[src/rtl/eval_sched_pkg.sv]
// Shared types and helpers for the RTLola evaluation scheduler.
package eval_sched_pkg;
  localparam int MAX_OUT  = 64;
  localparam int MAX_LW   = 8;
  localparam int LOF_W    = MAX_OUT * MAX_LW;
  localparam int LOF_AW   = $clog2(LOF_W);
  localparam int TS_MAX_W = 64;

  typedef struct packed {
    logic                in_flag;
    logic                per_flag;
    logic [63:0]         data;
    logic [TS_MAX_W-1:0] ts;
  } event_t;

  typedef enum logic {IDLE, EVAL} sched_state_t;

  // Outputs whose lw-bit slice of layer_of equals lyr; bits above n_out stay 0.
  function automatic logic [MAX_OUT-1:0] layer_mask(input logic [LOF_W-1:0] layer_of,
                                                    input int n_out, input int lw, input int lyr);
    logic [MAX_OUT-1:0] m;
    int f;
    m = '0;
    for (int i = 0; i < MAX_OUT; i++) begin
      f = 0;
      for (int b = 0; b < MAX_LW; b++)
        if (i < n_out && b < lw && layer_of[LOF_AW'(i * lw + b)]) f = f | (1 << b);
      m[i] = (i < n_out) && (f == lyr);
    end
    return m;
  endfunction
endpackage

[src/rtl/event_fifo.sv]
// Circular buffer of event records; a push into a full queue succeeds when a pop happens alongside it.
module event_fifo
  import eval_sched_pkg::*;
#(
  parameter int DEPTH = 8
) (
  input  logic   clk,
  input  logic   rst,
  input  logic   push,
  input  logic   pop,
  input  event_t din,
  output event_t dout,
  output logic   full,
  output logic   empty
);
  localparam int AW = $clog2(DEPTH);
  localparam logic [AW:0] FULL_CNT = DEPTH[AW:0];

  event_t        mem_q [DEPTH];
  logic [AW-1:0] wr_q, wr_d, rd_q, rd_d;
  logic [AW:0]   cnt_q, cnt_d;
  logic          do_push, do_pop;

  assign full    = cnt_q == FULL_CNT;
  assign empty   = cnt_q == '0;
  assign do_pop  = pop & ~empty;
  assign do_push = push & (~full | do_pop);
  assign dout    = mem_q[rd_q];

  always_comb begin
    wr_d  = wr_q;
    rd_d  = rd_q;
    cnt_d = cnt_q;
    if (do_push) wr_d = wr_q + 1'b1;
    if (do_pop)  rd_d = rd_q + 1'b1;
    case ({do_push, do_pop})
      2'b10:   cnt_d = cnt_q + 1'b1;
      2'b01:   cnt_d = cnt_q - 1'b1;
      default: cnt_d = cnt_q;
    endcase
  end

  always_ff @(posedge clk or negedge rst) begin
    if (!rst) begin
      wr_q  <= '0;
      rd_q  <= '0;
      cnt_q <= '0;
    end else begin
      wr_q  <= wr_d;
      rd_q  <= rd_d;
      cnt_q <= cnt_d;
    end
  end

  always_ff @(posedge clk)
    if (do_push) mem_q[wr_q] <= din;
endmodule

[src/rtl/eval_scheduler.sv]
// Timestamps input/periodic events, queues them and walks each through the evaluation layers.
// Optional EVAL_SCHED_BYPASS_EN: an event arriving idle with an empty queue skips the queue.
module eval_scheduler
  import eval_sched_pkg::*;
#(
  parameter int NUM_OUTPUTS   = 9,
  parameter int NUM_LAYERS    = 4,
  parameter int QUEUE_DEPTH   = 8,
  parameter int PERIOD_CYCLES = 1000,
  parameter int TS_W          = 32,
  parameter logic [NUM_OUTPUTS-1:0] INPUT_PACED_MASK = NUM_OUTPUTS'('h0FF),
  parameter logic [NUM_OUTPUTS-1:0] PERIODIC_MASK    = NUM_OUTPUTS'('h100),
  localparam int LW = (NUM_LAYERS > 1) ? $clog2(NUM_LAYERS) : 1,
  parameter logic [NUM_OUTPUTS*LW-1:0] LAYER_OF = '0
) (
  input  logic                   clk,
  input  logic                   rst,
  input  logic                   en,
  input  logic                   new_input,
  input  logic [63:0]            input_data,
  output logic                   q_push,
  output logic                   q_push_valid,
  output logic                   q_pop,
  output logic                   q_pop_valid,
  output logic [NUM_OUTPUTS-1:0] pacing,
  output logic [LW-1:0]          layer,
  output logic [63:0]            eval_data,
  output logic [TS_W-1:0]        eval_ts,
  output logic                   busy,
  output logic                   overflow
);
  localparam int PCW = $clog2(PERIOD_CYCLES);
  localparam logic [PCW-1:0] RELOAD     = PCW'(PERIOD_CYCLES - 1);
  localparam logic [LW-1:0]  LAST_LAYER = LW'(NUM_LAYERS - 1);

  logic [TS_W-1:0]  ts_q, ts_d;
  logic [PCW-1:0]   per_cnt_q, per_cnt_d;
  logic             overflow_q, overflow_d;
  sched_state_t     state_q;
  logic [LW-1:0]    layer_q;
  event_t           cur_q, rec, fifo_dout;
  logic             run, per_tick, ev, idle, bypass, fifo_push, fifo_pop, fifo_full, fifo_empty;
  logic [MAX_OUT-1:0]     lmask;
  logic [NUM_OUTPUTS-1:0] fmask;
  logic                   unused_bits;

  // Gating with rst keeps the combinational strobes at 0 while reset is held.
  assign run      = en & rst;
  assign per_tick = per_cnt_q == '0;
  assign ev       = run & (new_input | per_tick);
  assign idle     = state_q == IDLE;

  always_comb begin
    rec          = '0;
    rec.in_flag  = new_input;
    rec.per_flag = per_tick;
    rec.data     = new_input ? input_data : 64'd0;
    rec.ts       = TS_MAX_W'(ts_q);
  end

`ifdef EVAL_SCHED_BYPASS_EN
  assign bypass = ev & idle & fifo_empty;
`else
  assign bypass = 1'b0;
`endif

  assign fifo_push    = ev & ~bypass;
  assign fifo_pop     = run & idle & ~fifo_empty;
  assign q_push       = ev;
  assign q_push_valid = bypass | (fifo_push & (~fifo_full | fifo_pop));
  assign q_pop        = fifo_pop | bypass;
  assign q_pop_valid  = q_pop;

  event_fifo #(.DEPTH(QUEUE_DEPTH)) u_fifo (
    .clk(clk), .rst(rst), .push(fifo_push), .pop(fifo_pop), .din(rec),
    .dout(fifo_dout), .full(fifo_full), .empty(fifo_empty)
  );

  always_comb begin
    ts_d       = ts_q;
    per_cnt_d  = per_cnt_q;
    overflow_d = overflow_q | (ev & ~q_push_valid);
    if (run) begin
      ts_d      = ts_q + 1'b1;
      per_cnt_d = per_tick ? RELOAD : per_cnt_q - 1'b1;
    end
  end

  always_ff @(posedge clk or negedge rst) begin
    if (!rst) begin
      ts_q       <= '0;
      per_cnt_q  <= RELOAD;
      overflow_q <= 1'b0;
    end else begin
      ts_q       <= ts_d;
      per_cnt_q  <= per_cnt_d;
      overflow_q <= overflow_d;
    end
  end

  always_ff @(posedge clk or negedge rst) begin
    if (!rst) begin
      state_q <= IDLE;
      layer_q <= '0;
      cur_q   <= '0;
    end else if (en) begin
      case (state_q)
        IDLE: if (q_pop) begin
          cur_q   <= bypass ? rec : fifo_dout;
          layer_q <= '0;
          state_q <= EVAL;
        end
        EVAL: if (layer_q == LAST_LAYER) begin
          layer_q <= '0;
          state_q <= IDLE;
        end else begin
          layer_q <= layer_q + 1'b1;
        end
        default: state_q <= IDLE;
      endcase
    end
  end

  assign lmask = layer_mask(LOF_W'(LAYER_OF), NUM_OUTPUTS, LW, int'(layer_q));
  assign fmask = (cur_q.in_flag ? INPUT_PACED_MASK : '0) | (cur_q.per_flag ? PERIODIC_MASK : '0);
  assign pacing = (run && state_q == EVAL) ? (fmask & lmask[NUM_OUTPUTS-1:0]) : '0;

  assign layer       = layer_q;
  assign eval_data   = cur_q.data;
  assign eval_ts     = cur_q.ts[TS_W-1:0];
  assign busy        = state_q == EVAL;
  assign overflow    = overflow_q;
  assign unused_bits = ^{lmask, cur_q.ts};
endmodule

[config.mk]
export PLATFORM = sky130hd
export DESIGN_NAME = eval_scheduler
export DESIGN_NICKNAME = d
export VERILOG_FILES = /design/src/rtl/eval_sched_pkg.sv /design/src/rtl/event_fifo.sv /design/src/rtl/eval_scheduler.sv
export SDC_FILE = /design/constraint.sdc
export NUM_CORES = 1
export LEC_CHECK = 0
export BUFFER_PORTS_ARGS = -buffer_cell sky130_fd_sc_hd__buf_2
export CAP_MARGIN = 20
export CORE_MARGIN = 2
export CORE_UTILIZATION = 63
export CTS_CLUSTER_SIZE = 12
export DETAILED_ROUTE_END_ITERATION = 12
export GPL_TIMING_DRIVEN = 0
export HOLD_SLACK_MARGIN = 0.02
export PLACE_DENSITY = 0.83
export SLEW_MARGIN = 40
export SYNTH_ARGS = -nofsm -noshare
export SYNTH_HDL_FRONTEND = slang
export SYNTH_HIERARCHICAL = 1
export SYNTH_SLANG_ARGS = --single-unit
[constraint.sdc]
create_clock -name clk -period 15.5 [get_ports clk]
set_clock_uncertainty 0.05 [all_clocks]
set_input_delay 0.775 -clock clk [delete_from_list [all_inputs] [get_ports clk]]
set_output_delay 0.775 -clock clk [all_outputs]
set_load 0.05 [all_outputs]
# After elaboration in Yosys (flattened, before gate mapping)

Memories as Yosys holds them, arrays and structs flattened. A register that Yosys moved wholly into a read port is not among the register bits.
Cells that the tools add are included.

Memory bits (writable): 784
Bits of input ports: 68
Output and inout port bits: 113
Memories: 1
Logic and storage cells: 61
Register bits after elaboration: 56

Memories:

| memory       | depth | bits a word | read ports | clocked after Yosys merged registers in | write ports | line             | text |
|---|---|---|---|---|---|---|---|
| u_fifo.mem_q | 8     | 98          | 1          | 1                                       | 1           | event_fifo.sv:19 | `event_t mem_q [DEPTH];` |

Mux-type cells: 14
$add $sub $neg: 7
Equality and inequality tests: 5
Reductions and logical operators: 8
Bitwise gates (word level): 18

Operators with widths:

| kind                  | count |
|---|---|
| $mux 64               | 1 |
| $add 32x1->32 const B | 1 |
| $mux 9                | 2 |
| $logic_not 10->1      | 1 |
| $mux 10               | 1 |
| $sub 10x1->10 const B | 1 |
| $and 9x9->9           | 1 |
| $or 8x9->9            | 1 |
| $and 1x1->1           | 8 |
| $mux 8                | 1 |
| $pmux 4 s2            | 1 |
| $add 3x1->3 const B   | 2 |
| $add 4x1->4 const B   | 1 |
| $eq 2x2->1 const B    | 2 |
| $eq 4x4->1 const B    | 1 |
| $logic_not 4->1       | 1 |
| $mux 1                | 4 |
| $mux 2                | 2 |
| $not 1->1             | 4 |
| $or 1x1->1            | 4 |
| $pmux 2 s2            | 1 |
| $sub 4x1->4 const B   | 1 |
| $reduce_and 3->1      | 1 |
| $add 2x1->2 const B   | 1 |
| 8 further kinds       | 8 |

# Longest topological paths before layout

Depth in word-level cells: 8
Gate-level depth with buffers: 14
Gate-level depth less buffers: 12

# By module

Netlist, hierarchy kept.

By module, submodules not included:

| module         | cells each | area an instance (µm²) | seq. area each (µm²) | times used |
|---|---|---|---|---|
| event_fifo     | 1569       | 39930.8                | 31480.2              | 1 |
| eval_scheduler | 798        | 7085.5                 | 3613.5               | 1 |

# Worst setup path before layout

OpenSTA, ideal clock, no wires.

Kind: input-to-reg
Start: input port en
End: memory u_fifo/mem_q[0][0] (netlist name) (enable)
Data arrival time: 11.011 ns
Required time: 14.672 ns
Path slack: 3.661 ns
Buffers on the path: 1
Setup time: 0.778 ns
Stages: 8
Cells stage by stage: nand2_2 or3_1 inv_2 buf_2 nand2b_1 o21a_1 nand2b_1 nor3_1

Word-level cells in the longest chain between the ends: 8
Elaborated cells on any way between the ends: 9
Those cells by class: mux (2); bitwise (7)

RTL lines:

| what                         | line                 | text |
|---|---|---|
| from (decl)                  | eval_scheduler.sv:18 | `input logic en,` |
| $and 1x1->1                  | eval_scheduler.sv:48 | `assign run = en & rst;` |
| $and 1x1->1 (2 in a row)     | eval_scheduler.sv:68 | `assign fifo_pop = run & idle & ~fifo_empty;` |
| via q_pop                    | eval_scheduler.sv:23 | `output logic q_pop,` |
| $and 1x1->1                  | event_fifo.sv:26     | `assign do_pop = pop & ~empty;` |
| $or 1x1->1                   | event_fifo.sv:27     | `assign do_push = push & (~full \| do_pop);` |
| $and 1x1->1                  | event_fifo.sv:27     |  |
| $mux 1                       | event_fifo.sv:56     | `if (do_push) mem_q[wr_q] <= din;` |
| $mux 1 (implied by the code) | event_fifo.sv:56     |  |
| to (decl)                    | event_fifo.sv:19     |  |

The timed path passes the listed nets, and every way through them passes these cells.

# Worst setup path in the final report

Start: input port rst
End: memory u_fifo/mem_q[0][72] (netlist name) (enable)

Word-level cells in the longest chain between the ends: 8
Elaborated cells on any way between the ends: 9
Those cells by class: mux (2); bitwise (7)

RTL lines:

| what                             | line                 | text |
|---|---|---|
| from (decl)                      | eval_scheduler.sv:17 | `input logic rst,` |
| $and 1x1->1 (*)                  | eval_scheduler.sv:48 |  |
| $and 1x1->1 (2 in a row)         | eval_scheduler.sv:68 |  |
| $and 1x1->1                      | event_fifo.sv:26     |  |
| $or 1x1->1                       | event_fifo.sv:27     |  |
| $and 1x1->1 (*)                  | event_fifo.sv:27     |  |
| $mux 1 (*)                       | event_fifo.sv:56     |  |
| $mux 1 (implied by the code) (*) | event_fifo.sv:56     |  |

Mark *: on every way between the ends. The rest lies on a longest branch, timed or not.

==> summary.md <==
| Metric | Value |
|---|---|
| Leakage power | `16.1 nW` |
| Buffers on Ports | `180` |
| Insertion delay of the later-clocked pin in the worst-skew pair | `0.65 ns` |
| Fraction of final layout cells sized beyond drive strength 1 | `35.3%` |
| Rel. slew slack | `36.1%` |
| Placement Setup Slack | `9.40 ns` |
| Count of TritonRoute iterations in the first routing pass | `5` |
| Post-route DRC violation count | `0` |
| Number of maximum-capacitance violations | `0` |
| Min-Delay Path Class | `reg2reg` |
| Register-to-Register Path Depth | `15` |
| Placer congestion estimate | `0.777` |
| Vias per cell | `6.21` |
| Total wirelength of the detailed-routed design | `87000 um` |
| Average wire per cell in the routed design | `27.1 um` |
| Worst Max-Slew Pin Slew | `0.959 ns` |
| Final critical-path required period | `6.09 ns` |
| Global-route congestion overflow total | `0` |
| Synthesis warning total | `6` |
| Area of the core | `58900 sq um` |
| PostCTS Resize Cnt | `0` |
| Crit end category | `register` |
| Gate Count Post-Synth | `2004` |
| Per-instance average area after synthesis | `18.7 sq um` |
| Root buffer selected by CTS | `clkbuf_16` |
| Die span in x | `248 um` |
| Number of nets with antenna violations after routing | `0` |
| Worst Path Max Fanout | `76` |
| Number of buffers added by the clock tree synthesis step | `92` |
| Setup-failing EPs final | `0` |
| Filler cells | `3112` |
| Required time reported for the critical path endpoint | `15.79 ns` |
| Overall routing resource usage | `29.5%` |
| H-tree level count | `3` |
| Run status | `finished, final reports clean` |
| Final Max Tran Viols | `0` |
| F_max | `164 MHz` |
| Worst hold path stage count | `2` |
| Via count of the first global-routing pass | `21200` |
| Setup crit start kind | `input pin` |
| Routed vias | `20000` |
| Initial Util | `63.6%` |
| Maximum number of pins on one net before global-route repair | `77` |
| RSZ-0062 raised after global routing | `no` |
| Final hold slack | `0.422 ns` |
| Final-stage net count | `2442` |
| Peak VDD IR | `0.126 mV` |
| Vert. Die Dim | `248 um` |
| Cell breakdown of the critical path | `dlygate4sd3_1 > buf_8 > buf_16 > buf_16 > nand2_2 > or3_1 > inv_2 > buf_2 > nand2b_1 > o21a_1 > nand2b_1 > nor3_2 > buf_4 > buf_4 > buf_4 > buf_2 > buf_2` |
| HPWL Detailed | `52000 um` |
| Number of failing hold endpoints at the final stage | `0` |
| Peak per-stage delay on the critical path | `0.61 ns` |
| Worst setup margin | `9.41 ns` |
| Number of placement rows | `89` |
| PD cells | `178 nW/um^2` |
| Total nets after synthesis | `2081` |
| Critical Path AT | `6.38 ns` |
| P&R area growth vs syn | `16.4%` |
| Buffers inserted by post-CTS timing repair | `0` |
| Crit share post-route | `39.3%` |
| Ports | `181` |
| Mapped Area | `37400 sq um` |
| Clock Pin Slew Worst Setup and Hold Paths | `0.06 ns` |
| Drt initial violations | `2086` |
| Clock tree from TritonCTS | `done` |
| Wire length of the first global-routing pass | `131000 um` |
| Die area | `61400 sq um` |
| Number of antenna violations at the first check in global routing | `2` |
| Crit path max-delay cell type | `nor3_2` |
| Clock sinks | `938` |
| Clock tree buffer depth | `3` |
| Antenna cells | `0` |
| Type of the worst setup path | `in2reg` |
## report_power, final
part           leakage [nW]  internal (mW)  switching [mW]  total, mW
clock network          1.35           1.18           0.923       2.11
registers              9.06           2.99           0.151       3.14
logic                  5.67           1.11            1.42       2.53
total                  16.1           5.28            2.50       7.78
## routing by layer
metal | routed length [um] | vias up | track usage [%] | share of wire (%)
met5 | 0 | - | 0 | 0
met4 | 3570 | 0 | 13.0 | 4.1
met3 | 7150 | 252 | 5.40 | 8.2
met2 | 44600 | 1134 | 49.8 | 51
met1 | 31600 | 10300 | 38.0 | 36
li1 | - | 8292 | - | -
## cell type report
class	count	area, sq um	share of cell area [%]
Timing Repair Buffer	267	2310	5.31
Clock buffer	158	2700	6.20
Tap cell	773	967	2.22
Sequential cell	938	27400	62.9
Inverter	15	56.3	0.129
Buffer	201	1480	3.38
Clock inverter	13	88.8	0.204
Multi-Input combinational cell	850	8570	19.7
## cell usage in the layout (no fill, tap or decap), types with 9 or more instances in the layout
| master | n |
|---|---|
| edfxtp_1 | 784 |
| nand2_1 | 318 |
| buf_2 | 214 |
| mux4_2 | 196 |
| dfrtp_1 | 146 |
| buf_4 | 132 |
| clkbuf_1 | 95 |
| clkbuf_16 | 95 |
| mux2_2 | 69 |
| and2_1 | 68 |
| buf_16 | 34 |
| xnor2_1 | 31 |
| mux2_4 | 31 |
| buf_8 | 19 |
| inv_1 | 14 |
| nand3_1 | 14 |
| nand4_1 | 13 |
| xor2_1 | 13 |
| nor2_1 | 13 |
| buf_12 | 13 |
| clkbuf_8 | 9 |
## final timing paths
check,startpoint,endpoint,slack (ns)
max,rst,u_fifo/mem_q[0][72],9.41
min,eval_data[13],eval_data[13],0.42
max reg2reg,u_fifo/cnt_q[2],u_fifo/mem_q[0][72],10.40
min reg2reg,eval_data[13],eval_data[13],0.42
max in group asynchronous,rst,per_cnt_q[2],13.75
min in group asynchronous,rst,eval_data[9],0.57
## registers in the layout (all words and copies together) (netlist names)
signal	count
busy	1
cur_q	2
eval_data	64
eval_ts	32
layer	2
overflow	1
per_cnt_q	10
ts_q	32
u_fifo/cnt_q	4
u_fifo/mem_q	784
u_fifo/rd_q	3
u_fifo/wr_q	3
## critical path: cells and delay by family
family / cells / cell delay (ns)
AOI/OAI and AO/OA: 1 / 0.23
buffers and inverters: 11 / 3.48
and+or+nand+nor: 5 / 1.73
## through the flow
stage	instance area (sq um)	TNS [ns]	instances	total power, mW	util (%)
after floorplan	37400	0	2004	5.06	-
after global placement	39300	-912.70	2957	5.57	66.7
after detailed placement	40800	0	3043	5.67	69.2
after CTS	43600	0	3215	7.81	74.0
after global routing	43600	0	3215	8.06	74.0
final	43600	0	3215	7.78	74.0
## repair_timing
action | 4_1_cts | 5_1_grt
endpoints found under the setup margin | 0 | 0
hold endpoints to repair | 38 | 0
hold buffers | 1 | 0
Power figures use the tool's default switching activity.
